$ cat src/rtl/mem_bus_arbiter.sv
// Two-port round-robin arbiter in front of a 16 x 8 memory.
// One access is in flight at a time. Each access holds the memory bus for
// ACCESS_CYCLES cycles and then returns a one-cycle ack to the grantee.
module mem_bus_arbiter #(
  parameter int unsigned ACCESS_CYCLES = 1
) (
  input  logic       clk,
  input  logic       rst,
  // Requester 0: CPU fetch/data port
  input  logic       req0,
  input  logic       we0,
  input  logic [3:0] addr0,
  input  logic [7:0] wdata0,
  output logic       ack0,
  output logic [7:0] rdata0,
  // Requester 1: interrupt-vector/auxiliary port
  input  logic       req1,
  input  logic       we1,
  input  logic [3:0] addr1,
  input  logic [7:0] wdata1,
  output logic       ack1,
  output logic [7:0] rdata1,
  // Memory side
  output logic [3:0] mem_addr,
  output logic [7:0] mem_wdata,
  output logic       mem_we,
  input  logic [7:0] mem_rdata,
  output logic       busy
);

  typedef enum logic [1:0] {StIdle, StAccess, StDone} state_e;

  // Counter starts at ACCESS_CYCLES-1 so ACCESS lasts exactly ACCESS_CYCLES cycles.
  localparam logic [3:0] CntLoad = 4'(ACCESS_CYCLES - 1);

  state_e     state_q, state_d;
  logic [3:0] cnt_q, cnt_d;
  logic       last_grant_q, last_grant_d;
  logic       grant_q, grant_d;
  logic [3:0] mem_addr_q, mem_addr_d;
  logic [7:0] mem_wdata_q, mem_wdata_d;
  logic       mem_we_q, mem_we_d;
  logic       ack0_q, ack0_d;
  logic       ack1_q, ack1_d;
  logic [7:0] rdata0_q, rdata0_d;
  logic [7:0] rdata1_q, rdata1_d;
  logic       busy_q, busy_d;
  logic       gnt;

  // Next-state logic: arbitration, access timing and completion.
  always_comb begin
    state_d      = state_q;
    cnt_d        = cnt_q;
    last_grant_d = last_grant_q;
    grant_d      = grant_q;
    mem_addr_d   = mem_addr_q;
    mem_wdata_d  = mem_wdata_q;
    mem_we_d     = mem_we_q;
    ack0_d       = 1'b0;
    ack1_d       = 1'b0;
    rdata0_d     = rdata0_q;
    rdata1_d     = rdata1_q;
    gnt          = 1'b0;

    unique case (state_q)
      StIdle: begin
        if (req0 || req1) begin
          // Under contention the requester not granted last wins.
          gnt          = (req0 && req1) ? ~last_grant_q : req1;
          grant_d      = gnt;
          last_grant_d = gnt;
          mem_we_d     = gnt ? we1 : we0;
          mem_addr_d   = gnt ? addr1 : addr0;
          mem_wdata_d  = gnt ? wdata1 : wdata0;
          cnt_d        = CntLoad;
          state_d      = StAccess;
        end
      end
      StAccess: begin
        if (cnt_q != 4'd0) begin
          cnt_d = cnt_q - 4'd1;
        end else begin
          mem_we_d = 1'b0;
          if (grant_q) begin
            ack1_d = 1'b1;
            if (!mem_we_q) rdata1_d = mem_rdata;
          end else begin
            ack0_d = 1'b1;
            if (!mem_we_q) rdata0_d = mem_rdata;
          end
          state_d = StDone;
        end
      end
      StDone: begin
        state_d = StIdle;
      end
      default: begin
        state_d = StIdle;
      end
    endcase

    busy_d = (state_d != StIdle);
  end

  // State and registered outputs; reset aborts any access without an ack.
  always_ff @(posedge clk) begin
    if (rst) begin
      state_q      <= StIdle;
      cnt_q        <= 4'd0;
      last_grant_q <= 1'b1;
      grant_q      <= 1'b0;
      mem_addr_q   <= 4'd0;
      mem_wdata_q  <= 8'd0;
      mem_we_q     <= 1'b0;
      ack0_q       <= 1'b0;
      ack1_q       <= 1'b0;
      rdata0_q     <= 8'd0;
      rdata1_q     <= 8'd0;
      busy_q       <= 1'b0;
    end else begin
      state_q      <= state_d;
      cnt_q        <= cnt_d;
      last_grant_q <= last_grant_d;
      grant_q      <= grant_d;
      mem_addr_q   <= mem_addr_d;
      mem_wdata_q  <= mem_wdata_d;
      mem_we_q     <= mem_we_d;
      ack0_q       <= ack0_d;
      ack1_q       <= ack1_d;
      rdata0_q     <= rdata0_d;
      rdata1_q     <= rdata1_d;
      busy_q       <= busy_d;
    end
  end

  assign mem_addr  = mem_addr_q;
  assign mem_wdata = mem_wdata_q;
  assign mem_we    = mem_we_q;
  assign ack0      = ack0_q;
  assign ack1      = ack1_q;
  assign rdata0    = rdata0_q;
  assign rdata1    = rdata1_q;
  assign busy      = busy_q;

endmodule

$ cat config.mk
export PLATFORM = sky130hd
export DESIGN_NAME = mem_bus_arbiter
export DESIGN_NICKNAME = d
export VERILOG_FILES = /design/src/rtl/mem_bus_arbiter.sv
export SDC_FILE = /design/constraint.sdc
export NUM_CORES = 1
export LEC_CHECK = 0
export ABC_CLOCK_PERIOD_IN_PS = 1700
export CELL_PAD_IN_SITES_DETAIL_PLACEMENT = 1
export CELL_PAD_IN_SITES_GLOBAL_PLACEMENT = 1
export CORE_AREA = 2 2 79 81
export DETAILED_ROUTE_END_ITERATION = 12
export DIE_AREA = 0 0 81 83
export HOLD_SLACK_MARGIN = 0.12
export MAX_ROUTING_LAYER = met4
export PLACE_DENSITY_LB_ADDON = 0.08
export SKIP_LAST_GASP = 1
export SLEW_MARGIN = 20
export SYNTH_ARGS = -nofsm -noshare
export SYNTH_HDL_FRONTEND = slang
export SYNTH_SLANG_ARGS = --single-unit
$ cat constraint.sdc
create_clock -name clk -period 1.7 [get_ports clk]
set_input_delay 0.34 -clock clk [delete_from_list [all_inputs] [get_ports clk]]
set_output_delay 0.34 -clock clk [all_outputs]
set_load 0.1 [all_outputs]
==> results of run 1 <==
[flip-flops by register name (all words and copies together), names as in the netlist]
register and count:
state_q 2, grant_q 1, ack0 1, last_grant_q 1, rdata1 8, mem_wdata 8, mem_addr 4, cnt_q 4
rdata0 8, ack1 1, mem_we 1, busy 1
[cells by family (layout without fill, tap and decap cells)]
kind of cell	Yosys count	in the layout	share of synthesized area, %
compound gates	73	73	25.5
simple gates	70	70	21.8
flops	40	40	45.6
buf+inv	20	97	5.71
fa+ha+maj	2	2	1.43
[routing by layer]
metal / vias up / global-route usage (%) / routed length [um]
li1: 906 / - / -
met1: 879 / 22.6 / 2470
met2: 46 / 26.9 / 2550
met3: 2 / 3.59 / 257
met4: 0 / 4.16 / 21
met5: - / - / 0
[repair_timing]
item                                    4_1_cts  5_1_grt
gates cloned                                  0        0
gates resized for setup                       1        2
endpoints found under the hold margin         0        0
pin swaps                                     0        0
endpoints found under the setup margin       12       18
[power breakdown]
| group | total, mW | leakage [nW] | internal [mW] | switching, mW |
|---|---|---|---|---|
| Combinational | 1.03 | 0.737 | 0.405 | 0.624 |
| Clock | 0.645 | 0.0510 | 0.324 | 0.321 |
| Sequential | 1.08 | 0.328 | 1.01 | 0.0770 |
| Total | 2.76 | 1.12 | 1.73 | 1.02 |
[placed cells by master (no fill, tap or decap), types with 2 or more instances in the layout]
| cell | instances |
|---|---|
| clkbuf_8 | 6 |
| clkdlybuf4s50_1 | 37 |
| ha_1 | 2 |
| nor2_2 | 2 |
| inv_1 | 2 |
| buf_12 | 33 |
| nand3_1 | 19 |
| o221ai_1 | 3 |
| nand2_1 | 28 |
| clkinv_2 | 2 |
| buf_4 | 17 |
| a21oi_1 | 33 |
| or2_2 | 2 |
| dfxtp_1 | 39 |
| a31oi_1 | 3 |
| o21ai_0 | 16 |
| o211ai_1 | 2 |
| a311oi_1 | 12 |
[worst min-delay path, stage by stage, from the launching register on]
cell	delay, ns
dfxtp_1	0.33
o221ai_1	0.07
a21oi_1	0.06
[metrics by stage]
step | hold slack, ns | setup TNS, ns | power (mW)
floorplan | 0.427 | 0 | 1.69
detailed placement | 0.497 | -2.74 | 2.14
CTS | 0.508 | 0 | 2.79
finish | 0.499 | 0 | 2.76
global route | 0.534 | 0 | 2.88
global placement | 0.487 | -2.09 | 2.13
[worst min path at each step]
stage / from / to / cells after the start
after floorplan: rst / state_q[1] / 1
after global placement: cnt_q[1] / cnt_q[1] / 2
after detailed placement: cnt_q[0] / cnt_q[0] / 2
after CTS: cnt_q[0] / cnt_q[0] / 2
after global routing: cnt_q[0] / cnt_q[0] / 2
final: cnt_q[0] / cnt_q[0] / 2
[layout make-up]
class / instances / share of cell area (%)
inverters: 2 / 0.249
clock inverters: 2 / 0.332
repair buffers: 87 / 38.4
flip-flops and latches: 40 / 26.6
clock buffers: 6 / 2.74
multi-input cells: 145 / 28.6
well taps: 75 / 3.11
==> summary.txt, run 1 <==
Run status
  • Outcome: finished, final reports clean

Synthesis
  • Yosys top cell by area: dfxtp_1
  • Syn_area_per_cell: 8.56 um2
  • Post-synth cell types: 39
  • Synth Net Count: 245
  • Top post-synthesis cells by area: dfxtp_1 (46%), a21oi_1 (9.4%), nand2_1 (6.0%)
  • Seq/Total Area, Yosys: 45.6%
  • Most frequent cells after synthesis: dfxtp_1 (40), a21oi_1 (33), nand2_1 (28)
  • Most used DFF post-synth: dfxtp_1
  • Yosys warnings: 0
  • Mapped Cells: 205
  • Post-synth EDFFs: 0
  • Yosys reg bits: 40
  • Top-count cell post-synth: dfxtp_1
  • Top-area cell type share of the netlist area: approximately 46%
  • FFs w/ async S/R, synth: 0%
  • Syn Std Cell Area: 1750 um2

Placement
  • Pre-CTS WS: -0.241 ns
  • Hpwl dp: 4.16 mm
  • Buffers on Ports: 69
  • Placer Congestion: 0.758
  • Placed Cells incl. Taps: 349
  • Area after DPL: 2920 um2

Power and ir drop
  • Maximum VDD drop: about 0.00044 V
  • Pwr Density: between 900 and 1000 nW/um2
  • Leak pwr: 1.12 nW

Cells and area
  • Share of layout cells above drive strength 1: between 20% and 30%
  • Finished Core Util: around 52%
  • Non-filler cells, final: approximately 360
  • Area Growth Syn to Fin: 72.0%
  • Ant. Diodes: 0
  • Fill cells: slightly below 700
  • Final nets: 321
  • Multi-input gate area in the final layout: 863 um2
  • Cell area after layout: 3020 um2
  • Reg area: 802 um2

Critical path
  • Critical path class: flip-flop to flip-flop
  • Worst-path fanout max: 8
  • Cell Chain, Critical Path: or4b_1 > o21ai_0 > a21oi_1
  • Worst path bufs/invs: 0
  • Crit end category: flip-flop
  • Critical Path End: rdata0[2]
  • Critical Path RT: 1.87 ns
  • Crit path depth: 3
  • Worst R2R End: rdata0[2]
  • Max stage delay on crit path: ~0.6 ns
  • Critical Path Start Type: flip-flop
  • Worst r2r src: state_q[0]
  • CP startpoint: state_q[0]
  • Reg2reg setup slack: roughly 0.16 ns
  • Reg2Reg Depth: 3
  • Crit path DAT: 1.71 ns
  • CP top delay family: simple AND/OR/NAND/NOR gates
  • CP max-delay cell: or4b_1

Timing
  • Max transition margin: just under 70%
  • Tcrit/Tclk final: between 90% and 100%
  • Final worst slack: 0.156 ns
  • Worst-Margin Slew: between 0.4 and 0.5 ns
  • Final Max Slew Viols: 0
  • RSZ-0062 raised after global routing: no
  • Final Hold Viols: 0
  • Skew final: ~0.0064 ns
  • # setup viols final: 0
  • Max frequency: 648 MHz
  • Crit path time final: 1.54 ns

Clocking
  • Worst-skew pair later-pin latency: 0.28 ns
  • CTS tree: built
  • Hold_buf cts: 0
  • TritonCTS Buffers: 5
  • Post-CTS Setup Bufs: 0
  • Clk buf depth: 2
  • H-tree Lvls: 2
  • CTS Sinks: 40
  • Root Buffer: clkbuf_8
  • Reg clk slew, reported paths: 0.08 ns

Worst hold path
  • HP Class: flip-flop to flip-flop

Floorplanning
  • Die Width: 81 um
  • Io pins: 70
  • Core Area: 5820 um2
  • Die Y: 83 um
  • Die footprint: 6720 um2
  • Row count: 28
  • Initial Util: between 30 and 40%

Drt
  • Vias/cell: roughly 5.1
  • Routed WL: approximately 5.3 mm
  • DRC viols: 0
  • Routed vias: around 1,800
  • DR iter-0 viols: 74
  • Antenna viol nets, final: 0
  • 1st-pass router iterations: 4
  • WL/cell: 14.8 um

Global route
  • GRT Overall Usage: around 17%
  • Vias in the first global route: roughly 1,900
  • First-pass GRT wire length: 9.06 mm
  • Largest net degree at the start of global routing: 35
  • Initial antenna violation count: 0
  • Remaining global-route overflow: 0

Run
  • Max-cap violations: 0
Note: power is estimated with default switching activity, not from simulation.
==> inputs of run 2 (changes only) <==
CORE_AREA = 2 2 78 80   (was 2 2 79 81)
CTS_BUF_LIST = sky130_fd_sc_hd__clkbuf_2 sky130_fd_sc_hd__clkbuf_4 sky130_fd_sc_hd__clkbuf_8   (was unset)
CTS_CLUSTER_DIAMETER = 40   (was unset)
DIE_AREA = 0 0 80 82   (was 0 0 81 83)
==> run 2 against run 1 <==
  * Fmax is 3.9% lower
  * Combinational power barely moved
  * Critical endpoint is now rdata0[1]
  * Critical path type unchanged
  * Via count decreased by 0.82%
  * Sequential cell count unchanged
  * Largest power group unchanged
  * Critical path depth grew 3
  * Die area decreased by 2.4%
==> summary.txt, run 2 (same netlist as run 1, synthesis figures left out) <==
Timing
  • Hold WS: 0.503 ns
  • Max frequency: 623 MHz
  • Skew final: approximately 0.0034 ns
  • Final TNS setup: 0 ns
  • Tcrit/Tclk final: between 90 and 100%
  • RSZ-0062 raised after global routing: yes
  • Final Hold Viols: 0
  • Max transition margin: 64.1%
  • Worst-Margin Slew: 0.538 ns
  • # setup viols final: 0
  • Crit path time final: 1.61 ns
  • Final Max Slew Viols: 0

Power and ir drop
  • Leak pwr: 1.11 nW
  • Maximum VDD drop: slightly below 0.0005 V
  • Total power: 2.95 mW
  • Pwr Density: 973 nW/um2

Placement
  • Hpwl dp: slightly above 4 mm
  • Buffers on Ports: just under 70
  • Area after DPL: 2900 um2
  • Placer Congestion: roughly 0.74

Run
  • Max-cap violations: 0

Clocking
  • H-tree Lvls: 2
  • CTS tree: built
  • Hold_buf cts: 0
  • Reg clk slew, reported paths: 0.08 ns
  • Clk buf depth: 2
  • TritonCTS Buffers: 5
  • Post-CTS Setup Bufs: 0
  • CTS Sinks: 40
  • Worst-skew pair later-pin latency: between 0.2 and 0.3 ns
  • Root Buffer: clkbuf_8

Drt
  • WL/cell: 15.5 um
  • 1st-pass router iterations: 4
  • Vias/cell: 5.15
  • DRC viols: 0
  • Routed vias: 1,818
  • DR iter-0 viols: 62
  • Antenna viol nets, final: 0
  • Routed WL: 5.47 mm

Global route
  • Vias in the first global route: 1,869
  • Largest net degree at the start of global routing: 28
  • Initial antenna violation count: 0
  • Remaining global-route overflow: 0
  • First-pass GRT wire length: 8.98 mm
  • GRT Overall Usage: 18.3%

Critical path
  • Critical Path Start Type: flip-flop
  • Crit end category: flip-flop
  • Crit path DAT: 1.79 ns
  • Reg2reg setup slack: 0.09 ns
  • Worst-path fanout max: 22
  • Worst R2R End: rdata0[1]
  • Reg2Reg Depth: 6
  • Worst r2r src: cnt_q[0]
  • Critical path class: flip-flop to flip-flop
  • Critical Path RT: 1.88 ns

Cells and area
  • Area Growth Syn to Fin: 73.2%
  • Cell area after layout: a little over 3000 um2
  • Ant. Diodes: 0
  • Multi-input gate area in the final layout: approximately 870 um2
  • Commonest non-fill, non-tap cell in the layout: dfxtp_1
  • Most frequent cells in the layout: dfxtp_1 (39), clkdlybuf4s50_1 (37), buf_12 (34)
  • Reg area: 802 um2
  • Fill cells: approximately 630
  • Finished Core Util: 52.9%
  • Final nets: 317
  • Share of layout cells above drive strength 1: about 25%

Floorplanning
  • Io pins: 70
  • Initial Util: 30.5%
  • Die Y: 82 um
  • Die footprint: 6560 um2
  • Row count: 28
  • Die Width: ~80 um
  • Core Area: around 5700 um2

Worst hold path
  • Hold EP: cnt_q[0]
  • HP Class: flip-flop to flip-flop
  • Origin of the worst min-delay path: cnt_q[0]
  • Worst Hold Depth: 2

Run status
  • Outcome: finished, final reports clean
[run 2: cell types whose count changed in the layout (fill, tap and decap cells not counted), sizes merged]
| cell | before | now |
|---|---|---|
| buf | 50 | 46 |
| clkbuf | 6 | 7 |
| bufinv | 0 | 1 |
| clkinv | 2 | 0 |
[run 2: repair_timing]
action,4_1_cts,5_1_grt
pin swaps,0,0
resized for setup,1,6
gates cloned,0,0
setup endpoints to repair,12,6
[run 2: where the power goes]
| group | switching (mW) | leakage [nW] | internal, mW |
|---|---|---|---|
| Combinational | 0.625 | 0.720 | 0.399 |
| Clock | 0.329 | 0.0645 | 0.518 |
| Sequential | 0.0786 | 0.328 | 1.01 |
[run 2: worst max-delay path, cell delays in order, from the launching register on]
cell,delay [ns]
dfxtp_1,0.33
inv_1,0.08
ha_1,0.16
or3b_2,0.48
buf_12,0.17
o21ai_0,0.18
a21oi_1,0.08
[run 2: area by class of cell]
type                       count  area share [%]
multi-input combinational    145            28.5
clock buffer                   7            3.17
sequential                    40            26.4
inverter                       2           0.247
tap                           75            3.09
clock inverter                 1           0.988
timing repair buffer          83            37.6
[run 2: routing by layer]
metal | up-vias | wire [um] | global-route usage, %
met1 | 865 | 2420 | 21.6
met2 | 53 | 2670 | 30.1
met3 | 5 | 322 | 5.49
met5 | - | 0 | -
li1 | 895 | - | -
met4 | 0 | 59 | 5.42
[run 2: how the worst max path moves through the flow]
stage	cells past startpoint	to	startpoint	slack (ns)
finish	6	rdata0[1]	cnt_q[0]	0.09
detailed placement	4	mem_wdata[0]	req0	-0.26
floorplan	6	rdata0[2]	cnt_q[0]	0.16
CTS	6	rdata1[1]	cnt_q[0]	0.06
global placement	4	mem_addr[3]	req1	-0.15
global route	6	ack1	cnt_q[0]	-0.001
[run 2: metrics by stage]
| step | cells | setup slack, ns |
|---|---|---|
| finish | 353 | 0.0941 |
| global route | 353 | -0.00120 |
| CTS | 353 | 0.0572 |
| detailed placement | 345 | -0.257 |
| global placement | 345 | -0.148 |
| floorplan | 205 | 0.161 |
